--- src/rtl/rotl_serial.sv ---
// rotl_serial: multi-cycle rotate-left unit.
// Inverts the fixed rotate-right wiring of the hash datapath for debug
// readback and gives variable-amount rotation without a full barrel
// shifter. Up to STEP bit positions are rotated per clock until the
// requested amount is consumed. One request is in flight at a time.
//
// Ports:
//   clk        rising-edge clock
//   rst_n      asynchronous active-low reset
//   in_valid   request present
//   in_ready   unit can accept a request (high only in IDLE)
//   in_data    word to rotate, sampled only at the accept edge
//   in_amt     rotate-left amount 0..WIDTH-1, sampled only at the accept edge
//   out_valid  result present (DONE)
//   out_ready  consumer accepts result
//   out_data   rotated word, registered, stable while out_valid && !out_ready
//   busy       state is not IDLE
module rotl_serial #(
    parameter int   WIDTH = 32,
    parameter int   STEP  = 4,
    localparam int  AW    = $clog2(WIDTH)
) (
    input  logic             clk,
    input  logic             rst_n,
    input  logic             in_valid,
    output logic             in_ready,
    input  logic [WIDTH-1:0] in_data,
    input  logic [AW-1:0]    in_amt,
    output logic             out_valid,
    input  logic             out_ready,
    output logic [WIDTH-1:0] out_data,
    output logic             busy
);

    // One extra bit so that STEP == WIDTH is representable.
    localparam int          AWP     = AW + 1;
    localparam logic [AW:0] STEP_K  = AWP'(STEP);
    localparam logic [AW:0] WIDTH_K = AWP'(WIDTH);

    typedef enum logic [1:0] {
        IDLE,
        ROT,
        DONE
    } state_t;

    state_t           state_q, state_d;
    logic [WIDTH-1:0] data_q, data_d;
    logic [AW-1:0]    rem_q, rem_d;

    logic [AW:0]      k;
    logic [AW:0]      k_comp;
    logic [WIDTH-1:0] rot;
    logic [AW-1:0]    rem_after;

    // Per-cycle amount k = min(remaining, STEP). The rotate is only used
    // in ROT where remaining > 0, so k is never 0 there and the right
    // shift by WIDTH-k stays below WIDTH.
    always_comb begin
        if ({1'b0, rem_q} < STEP_K) begin
            k = {1'b0, rem_q};
        end else begin
            k = STEP_K;
        end
        k_comp    = WIDTH_K - k;
        rot       = (data_q << k) | (data_q >> k_comp);
        rem_after = rem_q - k[AW-1:0];
    end

    always_comb begin
        state_d = state_q;
        data_d  = data_q;
        rem_d   = rem_q;
        case (state_q)
            IDLE: begin
                if (in_valid) begin
                    data_d  = in_data;
                    rem_d   = in_amt;
                    state_d = (in_amt == '0) ? DONE : ROT;
                end
            end
            ROT: begin
                data_d = rot;
                rem_d  = rem_after;
                if (rem_after == '0) begin
                    state_d = DONE;
                end
            end
            DONE: begin
                if (out_ready) begin
                    state_d = IDLE;
                end
            end
            default: state_d = IDLE;
        endcase
    end

    always_ff @(posedge clk or negedge rst_n) begin
        if (!rst_n) begin
            state_q <= IDLE;
            data_q  <= '0;
            rem_q   <= '0;
        end else begin
            state_q <= state_d;
            data_q  <= data_d;
            rem_q   <= rem_d;
        end
    end

    // Handshake outputs decode the state register only; out_ready never
    // reaches in_ready within the same cycle.
    assign in_ready  = (state_q == IDLE);
    assign out_valid = (state_q == DONE);
    assign busy      = (state_q != IDLE);
    assign out_data  = data_q;

endmodule

--- config.mk ---
export PLATFORM = sky130hd
export DESIGN_NAME = rotl_serial
export DESIGN_NICKNAME = d
export VERILOG_FILES = /design/src/rtl/rotl_serial.sv
export SDC_FILE = /design/constraint.sdc
export NUM_CORES = 1
export LEC_CHECK = 0
export BUFFER_PORTS_ARGS = -buffer_cell sky130_fd_sc_hd__buf_2
export CAP_MARGIN = 20
export CORE_AREA = 2 2 92 94
export CTS_CLUSTER_DIAMETER = 40
export DETAILED_ROUTE_END_ITERATION = 8
export DIE_AREA = 0 0 94 96
export PLACE_DENSITY_LB_ADDON = 0.3
export SYNTH_ARGS = -nofsm -noshare
export SYNTH_HDL_FRONTEND = slang
export SYNTH_SLANG_ARGS = --single-unit
--- constraint.sdc ---
create_clock -name clk -period 2.9 [get_ports clk]
set_input_delay 0.29 -clock clk [delete_from_list [all_inputs] [get_ports clk]]
set_output_delay 0.29 -clock clk [all_outputs]
set_load 0.1 [all_outputs]
# Word level (Yosys, flattened, before mapping)
# Cells that the tools add are included.
[op_classes] shift=2 bitwise=1 n_lt_le_gt_ge=1 n_eq_ne=5 n_mux=10 addsub=2 n_reduce_logical=7
[op_table] op="$pmux W32 S2" n=1
[op_table] op="$mux W32" n=1
[op_table] op="$or A32 B32 Y32" n=1
[op_table] op="$shl A32 B6 Y32" n=1
[op_table] op="$shr A32 B6 Y32" n=1
[op_table] op="$logic_not A5 Y1" n=2
[op_table] op="$mux W5" n=2
[op_table] op="$pmux W5 S2" n=1
[op_table] op="$mux W2" n=4
[op_table] op="$pmux W2 S3" n=1
[op_table] op="$sub A6 B6 Y6 const A" n=1
[op_table] op="$lt A5 B3 Y1 const B" n=1
[op_table] op="$sub A5 B5 Y5" n=1
[op_table] op="$ne A2 B2 Y1 const B" n=2
[op_table] op="$reduce_bool A2 Y1" n=2
[op_table] op="$reduce_and A3 Y1" n=1
[op_table] op="$eq A2 B1 Y1 const B" n=1
[op_table] op="$eq A2 B2 Y1 const B" n=1
[op_table] op="$logic_not A2 Y1" n=1
[op_table] op="$ne A2 B1 Y1 const B" n=1
[op_table] op="$reduce_and A2 Y1" n=1
[totals] word_cells=31 regBits=39 output_inout_bits=35

# Depth between registers and ports, before layout
[depth] depth_word=6 ltp_mapped=15 ltp_nobuf=9

# Least setup slack after synthesis
# OpenSTA, ideal clock, no wires.
[synth_timing] path_type="register to register" startpoint="register rem_q[2]" endpoint="register data_q[10] (netlist: out_data[10])" n_path_buf=5 setup_slack_ps=-97 path_stages_with_launch=14 arrival_time_ps=2917 synth_period_minus_slack_ps=2997 cell_sequence="dfrtp_1 -> buf_6 -> nor4b_4 -> buf_6 -> inv_6 -> buf_6 -> buf_2 -> ha_1 -> buf_2 -> xnor2_4 -> mux2i_1 -> mux4_2 -> o211ai_2 -> nor3b_2"
[synth_via] elab_chain_cells=6 elab_cells_between_ends=7 cone_classes="add/sub (1); order compare (1); shift (2); mux (2); bitwise (1)"
[synth_lines] item="start, declared" line="48" rtl="logic [AW-1:0] rem_q, rem_d;"
[synth_lines] item="start signal, assigned" line="105" rtl="rem_q <= rem_d;"
[synth_lines] item="$lt A5 B3 Y1" line="59" rtl="if ({1'b0, rem_q} < STEP_K) begin"
[synth_lines] item="$mux W5 *" line="59"
[synth_lines] item="$sub A6 B6 Y6" line="64" rtl="k_comp = WIDTH_K - k;"
[synth_lines] item="$shr A32 B6 Y32" line="65" rtl="rot = (data_q << k) | (data_q >> k_comp);"
[synth_lines] item="$or A32 B32 Y32 *" line="65"
[synth_lines] item="$pmux W32 S2 *" line="73" rtl="case (state_q)"
[synth_lines] item="end signal, assigned" line="104" rtl="data_q <= data_d;"
[synth_lines] item="end, declared" line="47" rtl="logic [WIDTH-1:0] data_q, data_d;"
# Mark *: on every way between the ends. The rest lies on a longest branch, timed or not.
# A chain may end at the register's enable or synchronous reset.

# Worst setup path after layout
[layout_timing] startpoint="register rem_q[3]" endpoint="register data_q[15] (netlist: out_data[15])"
# Same word-level chain as after synthesis.

==> impl_metrics.csv <==
group,metric,value,unit
status,status,"completed",
drt,drcViolationCount,0,
floorplanning,dieArea,0.00902,mm²
grt,grt_antenna_before_repair,0,
grt,grt_pass1_vias,4031,
layout,area_growth,14.1,%
flow_run,drv_cap,0,
floorplanning,initial_utilization,0.510,
clocking,clkLatencyLatePin,0.30,ns
logic_synthesis,synth_seq_cells,39,
critical_path,setup.worst_path.start_class,"flip-flop",
logic_synthesis,yosysUniqueCellTypes,65,
grt,grt-ovfl-total,0,
clocking,cts_max_path_buffers,2,
layout,drive_above_1_share,0.287,
grt,grt_use_total,0.313,
grt,grt_max_degree,44,
clocking,path_clk_slew,0.09,ns
sta,relSlewSlack,0.357,
critical_path,crit_fanout,10,
sta,slew_viol_final,0,
hold_path,min_path_type,"input pin to asynchronous set/reset pin",
critical_path,crit_type,"flip-flop to flip-flop",
placement,dp_hpwl,9390,µm
drt,viasPerCell,6.75,
placement,globalplace.congestion,1.02,
critical_path,worstPathRequired,3.12,ns
layout,fillers,750,
sta,tns,0,ns
logic_synthesis,synth_nets,526,
drt,vias,4361,
critical_path,rr_startpoint,"rem_q[3]$_DFFE_PN0P_",
logic_synthesis,synth.avg_cell_area,8.50,µm²
drt,routedWlPerCell,21.4,µm
drt,drt_wl_total,13800,µm
clocking,htreeDepth,2,
critical_path,r2r-end,"out_data[15]$_DFFE_PN0P_",
logic_synthesis,synth_seq_area_share,0.238,
sta,fin_crit,2.69,ns
critical_path,crit_arrival,2.92,ns
layout,fin_area,0.00469,mm²
sta,setup_viol,0,
placement,io_buffers,75,
sta,rsz0062_at_grt,"no",
critical_path,r2r_slack,0.21,ns
sta,max_freq,371,MHz
sta,whs,0.143,ns
layout,layout.cells.non_filler,646,
layout,num_antenna_cells,0,
placement,placed_area,0.00453,mm²
drt,drt-initial-drc-count,371,
critical_path,rr_worst_depth,9,
logic_synthesis,synth-edff-count,0,
sta,skew,0.00568,ns
floorplanning,die_x,94,µm
logic_synthesis,ys.flop_type,"dfrtp_1",
critical_path,crit_path_end_kind,"flip-flop",
grt,grt_pass1_wl,21900,µm
drt,detail-route-antenna-nets,0,
layout,fin_nets,583,
clocking,clkSinkCount,39,
logic_synthesis,ys_async_sr_fraction,1.00,
placement,place_inst,634,
sta,worst_pin_slew,0.964,ns
floorplanning,core_area,0.00805,mm²
drt,dr.pass1.iters,5,
logic_synthesis,ys.warnings.count,0,
logic_synthesis,netlist_area,0.00411,mm²
clocking,cts_buffers,5,
clocking,cts_tree,"built",
sta,finalHoldViolCount,0,
floorplanning,rows,33,
clocking,root_buffer,"clkbuf_8",
floorplanning,die_h,96,µm
sta,fin_crit_sh,0.929,
logic_synthesis,syn_inst,483,
floorplanning,num_io_pins,76,
clocking,hold_buffers,0,
-- cells in the final DEF, fill, tap and decap left out, types with 3 or more instances in the layout --
| cell | instances |
|---|---|
| a21oi_1 | 45 |
| o21a_1 | 3 |
| a211oi_1 | 11 |
| dfrtp_2 | 3 |
| and2_1 | 3 |
| buf_4 | 25 |
| o211ai_1 | 5 |
| nor3_1 | 12 |
| nand3_1 | 7 |
| or3_1 | 17 |
| inv_1 | 9 |
| nand2_1 | 63 |
| nor2_1 | 25 |
| clkbuf_8 | 6 |
| buf_2 | 75 |
| nand2b_1 | 4 |
| a31oi_1 | 14 |
| o22ai_1 | 5 |
| mux2i_1 | 35 |
| o21ai_1 | 8 |
| mux4_2 | 29 |
| o21ai_0 | 44 |
| and3_1 | 5 |
| dfrtp_1 | 36 |
-- metrics by stage --
| stage | setup WS [ns] | utilization |
|---|---|---|
| floorplan | 0.00406 | - |
| global placement | 0.171 | 0.562 |
| detailed placement | 0.220 | 0.562 |
| CTS | 0.150 | 0.577 |
| global route | 0.0586 | 0.582 |
| finish | 0.206 | 0.582 |
-- routing by layer --
metal  part of all wire  track usage
met2               0.47        0.498
met1               0.40        0.434
met4              0.034        0.133
met5                  0            0
met3              0.096       0.0407
-- cell usage after synthesis, types with 6 or more instances --
cell | count | area [µm²]
buf_1 | 6 | 22.5
nand3_1 | 7 | 35.0
a21oi_1 | 46 | 230
a31oi_1 | 14 | 87.6
nand2_1 | 63 | 236
o21ai_1 | 8 | 40.0
or3_1 | 17 | 106
nor3_1 | 12 | 60.1
mux2i_1 | 36 | 360
inv_1 | 9 | 33.8
clkbuf_1 | 26 | 97.6
nor2_1 | 25 | 93.8
o21ai_0 | 45 | 225
buf_2 | 11 | 55.1
dfrtp_1 | 39 | 976
mux4_2 | 29 | 653
a211oi_1 | 11 | 82.6
-- layout make-up --
| type | count | area [µm²] | area share |
|---|---|---|---|
| inverters | 11 | 46.3 | 0.00988 |
| well taps | 105 | 131 | 0.0280 |
| multi-input cells | 383 | 2850 | 0.608 |
| clock buffers | 6 | 82.6 | 0.0176 |
| clock inverters | 2 | 35.0 | 0.00748 |
| repair buffers | 100 | 563 | 0.120 |
| flip-flops and latches | 39 | 980 | 0.209 |
-- repair_timing --
item | 4_1_cts | 5_1_grt
setup buffers | 0 | 4
setup endpoints to repair | 0 | 3
resized for setup | 0 | 5
-- state kept, by name, indices dropped and copies added (netlist names) --
signal	count
out_data	32
rem_q	5
state_q	2
-- logic make-up after synthesis --
logic type | share of synthesized area
simple gates | 0.177
xor+xnor | 0.00884
compound gates | 0.240
other cells | 0.000913
buf+inv | 0.0734
flops | 0.238
fa+ha+maj | 0.00609
mux | 0.256
-- worst max-delay path, stage by stage (launching register included) --
cell and delay [ns]:
dfrtp_2 0.50, nor4b_4 0.39, inv_6 0.04, ha_1 0.30, xnor2_4 0.27, buf_4 0.20
mux2i_1 0.10, mux4_2 0.49, nand2b_1 0.16, a31oi_1 0.17
-- worst max path at each step --
stage	startpoint	endpoint	slack, ns	cells after the start
final	rem_q[3]$_DFFE_PN0P_	out_data[15]$_DFFE_PN0P_	0.21	9
after global routing	rem_q[3]$_DFFE_PN0P_	out_data[5]$_DFFE_PN0P_	0.06	6
after CTS	rem_q[3]$_DFFE_PN0P_	out_data[13]$_DFFE_PN0P_	0.15	8
after detailed placement	rem_q[3]$_DFFE_PN0P_	out_data[13]$_DFFE_PN0P_	0.22	8
after global placement	rem_q[3]$_DFFE_PN0P_	out_data[20]$_DFFE_PN0P_	0.17	6
after floorplan	rem_q[2]$_DFFE_PN0P_	out_data[10]$_DFFE_PN0P_	0.004	13
Power is not shown: default switching activity piles up to over one toggle a cycle in this logic, so the estimate is an artifact.
